===== src/rtl/freq_meter.sv =====
// Gated-window frequency counter: counts sig_in rising edges over GATE_TICKS clk_in cycles.
// Optional deglitch stage is compiled in with `define FREQ_METER_FILTER_EN.
module freq_meter #(
    parameter int FREQ_IN    = 100_000_000,
    parameter int GATE_TICKS = FREQ_IN,
    parameter int CNT_W      = 32
) (
    input  logic             clk_in,
    input  logic             rst_in,
    input  logic             sig_in,
    input  logic             en,
    input  logic             freq_ack,
    output logic [CNT_W-1:0] freq_out,
    output logic             freq_valid,
    output logic             overflow,
    output logic             overrun,
    output logic             busy
);

    localparam int               GW        = $clog2(GATE_TICKS);
    localparam logic [GW-1:0]    GATE_LAST = GW'(GATE_TICKS - 1);
    localparam logic [CNT_W-1:0] CNT_MAX   = '1;

    if (GATE_TICKS < 2 || FREQ_IN < 1) begin : g_bad_params
        $error("freq_meter: GATE_TICKS must be >= 2 and FREQ_IN positive");
    end

    typedef enum logic {
        IDLE = 1'b0,
        GATE = 1'b1
    } state_t;

    state_t           state, state_nxt;
    logic [1:0]       sync_pipe;
    logic             rise;
    logic [GW-1:0]    gate_cnt;
    logic [CNT_W-1:0] edge_cnt, edge_sum;
    logic             ovf_int, ovf_sum;
    logic             gate_done, cnt_clr, publish;

    // ---------------- input synchronizer / edge detect ----------------
    always_ff @(posedge clk_in) begin
        if (rst_in) sync_pipe <= '0;
        else        sync_pipe <= {sync_pipe[0], sig_in};
    end

`ifdef FREQ_METER_FILTER_EN
    logic [1:0] samp_hist;
    logic       filt_q, all_hi, all_lo;

    // Level moves only once three consecutive synchronized samples agree;
    // the rise is taken on the cycle the filtered level goes high.
    assign all_hi = sync_pipe[1] & (&samp_hist);
    assign all_lo = ~(sync_pipe[1] | (|samp_hist));
    assign rise   = all_hi & ~filt_q;

    always_ff @(posedge clk_in) begin
        if (rst_in) begin
            samp_hist <= '0;
            filt_q    <= 1'b0;
        end else begin
            samp_hist <= {samp_hist[0], sync_pipe[1]};
            if (all_hi)      filt_q <= 1'b1;
            else if (all_lo) filt_q <= 1'b0;
        end
    end
`else
    logic prev_q;

    assign rise = sync_pipe[1] & ~prev_q;

    always_ff @(posedge clk_in) begin
        if (rst_in) prev_q <= 1'b0;
        else        prev_q <= sync_pipe[1];
    end
`endif

    // ---------------- FSM ----------------
    assign gate_done = (state == GATE) && (gate_cnt == GATE_LAST);

    always_ff @(posedge clk_in) begin
        if (rst_in) state <= IDLE;
        else        state <= state_nxt;
    end

    always_comb begin
        state_nxt = state;
        case (state)
            IDLE: if (en) state_nxt = GATE;
            GATE: begin
                if (gate_done)  state_nxt = en ? GATE : IDLE;
                else if (!en)   state_nxt = IDLE;
            end
            default: state_nxt = IDLE;
        endcase
    end

    // Counters clear both on entry from IDLE and on a back-to-back restart.
    always_comb begin
        busy    = (state == GATE);
        publish = gate_done;
        cnt_clr = (state_nxt == GATE) && ((state == IDLE) || gate_done);
    end

    // ---------------- window counters ----------------
    always_comb begin
        edge_sum = edge_cnt;
        ovf_sum  = ovf_int;
        if (rise) begin
            if (edge_cnt == CNT_MAX) ovf_sum  = 1'b1;
            else                     edge_sum = edge_cnt + CNT_W'(1);
        end
    end

    always_ff @(posedge clk_in) begin
        if (rst_in || cnt_clr) begin
            gate_cnt <= '0;
            edge_cnt <= '0;
            ovf_int  <= 1'b0;
        end else if (state == GATE) begin
            gate_cnt <= gate_cnt + GW'(1);
            edge_cnt <= edge_sum;
            ovf_int  <= ovf_sum;
        end
    end

    // ---------------- result / handshake ----------------
    // A publish always wins over a same-cycle ack; overrun only flags a lost result.
    always_ff @(posedge clk_in) begin
        if (rst_in) begin
            freq_out   <= '0;
            freq_valid <= 1'b0;
            overflow   <= 1'b0;
            overrun    <= 1'b0;
        end else if (publish) begin
            freq_out   <= edge_sum;
            overflow   <= ovf_sum;
            freq_valid <= 1'b1;
            if (freq_valid && !freq_ack) overrun <= 1'b1;
        end else if (freq_valid && freq_ack) begin
            freq_valid <= 1'b0;
            overrun    <= 1'b0;
        end
    end

endmodule

===== config.mk =====
export PLATFORM = sky130hd
export DESIGN_NAME = freq_meter
export DESIGN_NICKNAME = d
export VERILOG_FILES = /design/src/rtl/freq_meter.sv
export SDC_FILE = /design/constraint.sdc
export NUM_CORES = 1
export LEC_CHECK = 0
export ABC_AREA = 1
export ABC_CLOCK_PERIOD_IN_PS = 4300
export BUFFER_PORTS_ARGS = -buffer_cell sky130_fd_sc_hd__buf_2
export CAP_MARGIN = 0
export CORE_AREA = 5 5 155 157
export CTS_BUF_LIST = sky130_fd_sc_hd__clkbuf_4 sky130_fd_sc_hd__clkbuf_8
export DETAILED_ROUTE_END_ITERATION = 10
export DIE_AREA = 0 0 160 162
export RECOVER_POWER = 100
export SLEW_MARGIN = 10
export SYNTH_ARGS = -nofsm -noshare
export SYNTH_HDL_FRONTEND = slang
export SYNTH_SLANG_ARGS = --single-unit
export TNS_END_PERCENT = 30

===== constraint.sdc =====
create_clock -name clk_in -period 4.3 [get_ports clk_in]
set_clock_uncertainty 0.15 [all_clocks]
set_input_delay 1.29 -clock clk_in [delete_from_list [all_inputs] [get_ports clk_in]]
set_output_delay 1.29 -clock clk_in [all_outputs]
set_load 0.03 [all_outputs]

; ---- Yosys cells after proc, flatten, opt, wreduce, memory -nomap -nowiden
; Cells that the tools add are included.
[totals]
reg_bits = 99
ramBits = 0
inputBits = 5
rom_bits = 0
mem_count = 0
word_cells = 36
out_inout_bits = 36
latchBits = 0
[op_classes]
div = 0
n_reduce_logical = 9
muxes = 9
n_shift = 0
magnitude_cmp = 0
n_addsub = 2
n_eq_ne = 3
multipliers = 0
n_bitwise = 3
[op_table]
columns = cell, n
row1 = two-way mux 32 bit, 2
row2 = adder 32 x 1 -> 32 bit (second input constant), 1
row3 = == test 32 bit (second input constant), 1
row4 = adder 27 x 1 -> 27 bit (second input constant), 1
row5 = == test 27 bit (second input constant), 1
row6 = two-way mux 1 bit, 7
row7 = logical AND 1 bit, 4
row8 = logical OR 1 bit, 2
row9 = != test 2 x 1 -> 1 bit (second input constant), 1
row10 = NOT 1 bit, 2
row11 = AND reduction 2 bit, 1
row12 = nonzero test 2 bit, 1
row13 = AND 1 bit, 1
row14 = logical NOT 1 bit, 1

; ---- Depth between registers and ports, before layout
[depth]
ltp_word = 5
mapped_depth = 13
ltp_nobuf = 13

; ---- Least setup slack after synthesis
; No wires, ideal clock.
[synth_path]
path_kind = input-to-reg
from = in en
to = reg edge_cnt[2]
setup_time_ns = 0.065
setup_slack_ns = 2.209
path_buffers = 1
required_time_ns = 4.085
t_arrival_ns = 1.876
path_stages = 4
path_cell_list = nand2_2 -> buf_1 -> o211ai_1 -> nor2_1
[synth_between]
elab_chain_cells = 3
[synth_rtl]
columns = element, line_no
row1 = from (decl), 11  ; input logic en,
row2 = two-way mux 1 bit, "89, 91, 92"
row3 = logical AND 1 bit, 102  ; cnt_clr = (state_nxt == GATE) && ((state == IDLE) || gate_done);
row4 = logical OR 1 bit, 116  ; if (rst_in || cnt_clr) begin
row5 = to (signal assigned), 122  ; edge_cnt <= edge_sum;
row6 = to (decl), 37  ; logic [CNT_W-1:0] edge_cnt, edge_sum;
; Every way passes these cells.
; A chain may end at the register's enable or synchronous reset.

; ---- Worst setup path in the final report
[layout_path]
from = reg edge_cnt[0]
to = reg freq_out[1]
[layout_between]
elab_chain_cells = 3
elab_cells_between_ends = 4
cone_classes = add/sub: 1 / eq/ne: 1 / mux: 2
[layout_rtl]
columns = element, line_no
row1 = adder 32 x 1 -> 32 bit / == test 32 bit (equally long branches), "111, 110"
row2 = two-way mux 32 bit *, 110  ; if (edge_cnt == CNT_MAX) ovf_sum = 1'b1;
row3 = two-way mux 32 bit *, 109  ; if (rise) begin
row4 = to (signal assigned), 136  ; freq_out <= edge_sum;
row5 = to (decl), 13  ; output logic [CNT_W-1:0] freq_out,
; Every way passes the cells marked *; elsewhere a longest branch is shown, timed or not.

==> reports/summary.txt <==
RUN STATUS
----------------------------------------------------------------------
Result of the run                                         complete, no violations

LOGIC SYNTHESIS
----------------------------------------------------------------------
Post-synthesis area per instance                             6.270 µm²
Area leader, netlist                                      sky130_fd_sc_hd__dfxtp_1
Yosys synthesis warning count                                        0
Yosys reg bits                                                      99
Biggest area contributors in the synthesized netlist      sky130_fd_sc_hd__dfxtp_1 36%, sky130_fd_sc_hd__nand2_1 19%, sky130_fd_sc_hd__nor2_1 8.3%, sky130_fd_sc_hd__nand3_1 7.2%, sky130_fd_sc_hd__inv_1 7.1%
Cells after Synth                                                  875
Synth unique cells                                                  31
Cell Area, Synth                                              5487 µm²
Total nets after synthesis                                         882
Yosys top cell area share                                       36.12%
Proportion of synthesized chip area in sequential cells         36.12%

FLOORPLAN
----------------------------------------------------------------------
Core box area                                                22370 µm²
Width of the die                                                160 µm
Top-Level Pins                                                      41
Total Die Area                                               25920 µm²
Starting utilization of the core area                           24.53%
Number of core rows                                                 55
Die Y                                                           162 µm

ROUTING
----------------------------------------------------------------------
Pre-antenna DRT Iters                                                5
Iteration-0 DRC Markers                                            358
Drt drc                                                              0
Average wire per standard cell                                11.77 µm
Vias per Instance                                                4.368
Via count                                                         5185
Detail Route Antenna Nets                                            0
Post-detailed-routing wire length                             13970 µm

HOLD PATH
----------------------------------------------------------------------
Hold Crit Start                                           sync_pipe[0]
Hold path depth                                                      2
Hold Path Sink                                            sync_pipe[1]
Type of the most critical hold path                       flip-flop to flip-flop

STA
----------------------------------------------------------------------
Number of max-slew violations in the final report                    0
Worst setup margin                                           0.9948 ns
Setup TNS                                                         0 ns
Final Hold Fails                                                     0
Max Freq                                                     302.6 MHz
Final Hold Slack                                             0.2556 ns
Unrepaired setup endpoints after global routing                  false
Rel. slew slack                                                 13.58%
Final critical path time including I/O delays and setup       3.305 ns
Fraction of the cycle the final worst path needs                76.87%
Least-Margin Pin Slew                                         1.296 ns
Setup violators final                                                0

SETUP PATH
----------------------------------------------------------------------
Nature of the critical path startpoint                       flip-flop
Setup slack of the worst register-to-register path             0.99 ns
Reg-to-reg critical path startpoint                        edge_cnt[0]
Worst path cell trace                                     ha_1 > nand2_1 > nor2_1 > nand2_1 > nor2_4 > nand3_1 > buf_4 > nand2_1 > nand2_1 > nand2_1 > nand2_1 > nand2_1 > inv_1
Worst reg2reg path endpoint                                freq_out[1]
Worst setup path class                                    flip-flop to flip-flop
Most frequent CP cell                                     sky130_fd_sc_hd__nand2_1
Crit path capture type                                       flip-flop
Family with the most delay on the worst path              simple AND/OR/NAND/NOR gates
Arrival time at the worst endpoint                             3.46 ns
Highest fanout seen on the critical path                            25
Crit-path max cell delay                                       0.75 ns
Required time at the worst-slack endpoint                      4.46 ns
CP max stage cell                                         sky130_fd_sc_hd__nand3_1
Path depth of the worst reg2reg path                                13
Number of buffers and inverters on the critical path                 2

PLACE
----------------------------------------------------------------------
Routability Congestion                                          0.8591
# placed instances                                                1171
HPWL after detailed placement                                  9803 µm
DP Worst Slack                                                1.228 ns
Total of buffers placed on input and output ports                   40

CLOCKING
----------------------------------------------------------------------
H-tree depth                                                         3
Clock Latency Late Sink                                        0.39 ns
Clock transition at the registers of the reported paths        0.10 ns
Number of sinks driven by the clock tree                            99
Total CTS buffers                                                    9
CTS Buffer Depth                                                     2
Root buffer selected by CTS                               sky130_fd_sc_hd__clkbuf_8
Post-cts repair resize count                                         0
Number of setup buffers added after CTS                              0
TritonCTS clock tree                                             built
CTS hold repair buffers                                              0

PWR
----------------------------------------------------------------------
Standby leakage power                                         2.468 nW
Power density over the cells                              277.0 nW/µm²
IR Drop Worst-Case VDD                                       0.1274 mV

CELLS AND AREA
----------------------------------------------------------------------
Antenna diodes                                                       0
Post-layout utilization of the core                             27.06%
Net count of the finished layout                                   904
Post-Layout Cell Count                                            1187
Area growth from synthesis to layout                            10.31%
Share of layout cells above drive strength 1                    4.878%

JOB
----------------------------------------------------------------------
Number of max-cap violations                                         0

GRT
----------------------------------------------------------------------
Initial antenna violation count                                      0
Total overflow reported by the global router                         0
Global-route usage over all layers                              10.98%
Largest net degree at the start of global routing                   67
First-pass GRT wire length                                    23600 µm
Number of global-route vias before repair                         4715

through the flow:
stage	total power, mW	area [µm²]
finish	1.676	6052
global route	1.756	6052
CTS	1.702	6115
detailed placement	1.067	5912
global placement	1.065	5912
floorplan	1.039	5487
tightest hold or removal path: cells and delay by family, from the launching register on:
kind,cells,cell delay [ns]
and+or+nand+nor,1,0.03
DFF,1,0.30
buffers and inverters,1,0.04
cell families (layout without fill, tap and decap cells):
family	Yosys count	in the layout	share of synthesized area [%]
and+or+nand+nor	537	537	42.08
adders and majority gates	2	2	0.4560
DFF	99	99	36.12
buffers and inverters	141	168	10.47
xor gates and xnor gates	13	13	2.075
AOI/OAI and AO/OA	83	83	8.803
worst max path at each step:
stage / startpoint / to / slack [ns] / cells past startpoint
after floorplan: en / edge_cnt[2] / 2.21 / 4
after global placement: en / edge_cnt[25] / 1.24 / 8
after detailed placement: en / edge_cnt[25] / 1.23 / 8
after CTS: gate_cnt[0] / freq_out[28] / 1.50 / 10
after global routing: edge_cnt[0] / freq_out[13] / 0.67 / 13
final: edge_cnt[0] / freq_out[1] / 0.99 / 13
area by class of cell:
class | instances | area [µm²]
Fill cell | 2500 | 16310
Multi-Input combinational cell | 635 | 2920
Sequential cell | 99 | 1982
Inverter | 106 | 397.9
Tap cell | 285 | 356.6
Timing Repair Buffer | 46 | 192.7
Clock buffer | 12 | 152.6
Clock inverter | 4 | 50.05
per-layer routing:
metal,vias to the layer above,track usage [%],wire (µm)
li1,2790,-,-
met1,2288,15.49,7161
met2,93,16.90,6084
met3,14,1.903,510
met4,0,3.911,211
met5,-,0,0
cells in the final DEF, fill, tap and decap left out, types with 3 or more instances in the layout:
| cell type | synthesis | layout |
|---|---|---|
| sky130_fd_sc_hd__a21oi_1 | 42 | 42 |
| sky130_fd_sc_hd__buf_2 | 12 | 3 |
| sky130_fd_sc_hd__buf_4 | 4 | 4 |
| sky130_fd_sc_hd__clkbuf_1 | 14 | 38 |
| sky130_fd_sc_hd__clkbuf_8 | 0 | 10 |
| sky130_fd_sc_hd__dfxtp_1 | 99 | 99 |
| sky130_fd_sc_hd__inv_1 | 104 | 103 |
| sky130_fd_sc_hd__nand2_1 | 278 | 279 |
| sky130_fd_sc_hd__nand3_1 | 79 | 80 |
| sky130_fd_sc_hd__nand3_2 | 11 | 10 |
| sky130_fd_sc_hd__nand3b_1 | 6 | 6 |
| sky130_fd_sc_hd__nand4_1 | 13 | 13 |
| sky130_fd_sc_hd__nor2_1 | 121 | 122 |
| sky130_fd_sc_hd__nor3_1 | 13 | 13 |
| sky130_fd_sc_hd__o211ai_1 | 5 | 5 |
| sky130_fd_sc_hd__o21a_1 | 22 | 22 |
| sky130_fd_sc_hd__o21ai_0 | 14 | 14 |
| sky130_fd_sc_hd__xnor2_1 | 5 | 5 |
| sky130_fd_sc_hd__xor2_1 | 8 | 8 |
registers in the layout (all words and copies together), names as in the netlist:
| register | cells |
|---|---|
| edge_cnt | 32 |
| freq_out | 32 |
| gate_cnt | 27 |
| sync_pipe | 2 |
| busy | 1 |
| freq_valid | 1 |
| overflow | 1 |
| overrun | 1 |
| ovf_int | 1 |
| prev_q | 1 |
Yosys cell counts:
library cell	instances
sky130_fd_sc_hd__ha_1	2
sky130_fd_sc_hd__nand2_2	3
sky130_fd_sc_hd__or2_2	2
sky130_fd_sc_hd__o211ai_1	5
sky130_fd_sc_hd__nand3b_1	6
sky130_fd_sc_hd__nor2_1	121
sky130_fd_sc_hd__clkbuf_1	14
sky130_fd_sc_hd__inv_1	104
sky130_fd_sc_hd__inv_2	1
sky130_fd_sc_hd__nor2_4	2
sky130_fd_sc_hd__clkinv_1	1
sky130_fd_sc_hd__nand2_1	278
sky130_fd_sc_hd__buf_2	12
sky130_fd_sc_hd__a21oi_1	42
sky130_fd_sc_hd__buf_6	2
sky130_fd_sc_hd__nand3_1	79
sky130_fd_sc_hd__and2_0	1
sky130_fd_sc_hd__xor2_1	8
sky130_fd_sc_hd__nor2_2	3
sky130_fd_sc_hd__nor4_1	2
sky130_fd_sc_hd__o21a_1	22
sky130_fd_sc_hd__nor3_1	13
sky130_fd_sc_hd__buf_1	3
sky130_fd_sc_hd__o21ai_0	14
sky130_fd_sc_hd__nor3b_1	2
sky130_fd_sc_hd__nand4_1	13
sky130_fd_sc_hd__xnor2_1	5
sky130_fd_sc_hd__buf_4	4
sky130_fd_sc_hd__dfxtp_1	99
sky130_fd_sc_hd__nand3_2	11
sky130_fd_sc_hd__and2_2	1
report_power, final:
part / leakage (nW) / internal (mW) / switching, mW / total [mW]
clock: 0.0994 / 0.297 / 0.334 / 0.632
sequential: 0.801 / 0.930 / 0.0185 / 0.949
combinational: 1.57 / 0.0281 / 0.0678 / 0.0959
total: 2.47 / 1.26 / 0.421 / 1.68
No activity file was read; power rests on OpenSTA's default activity.
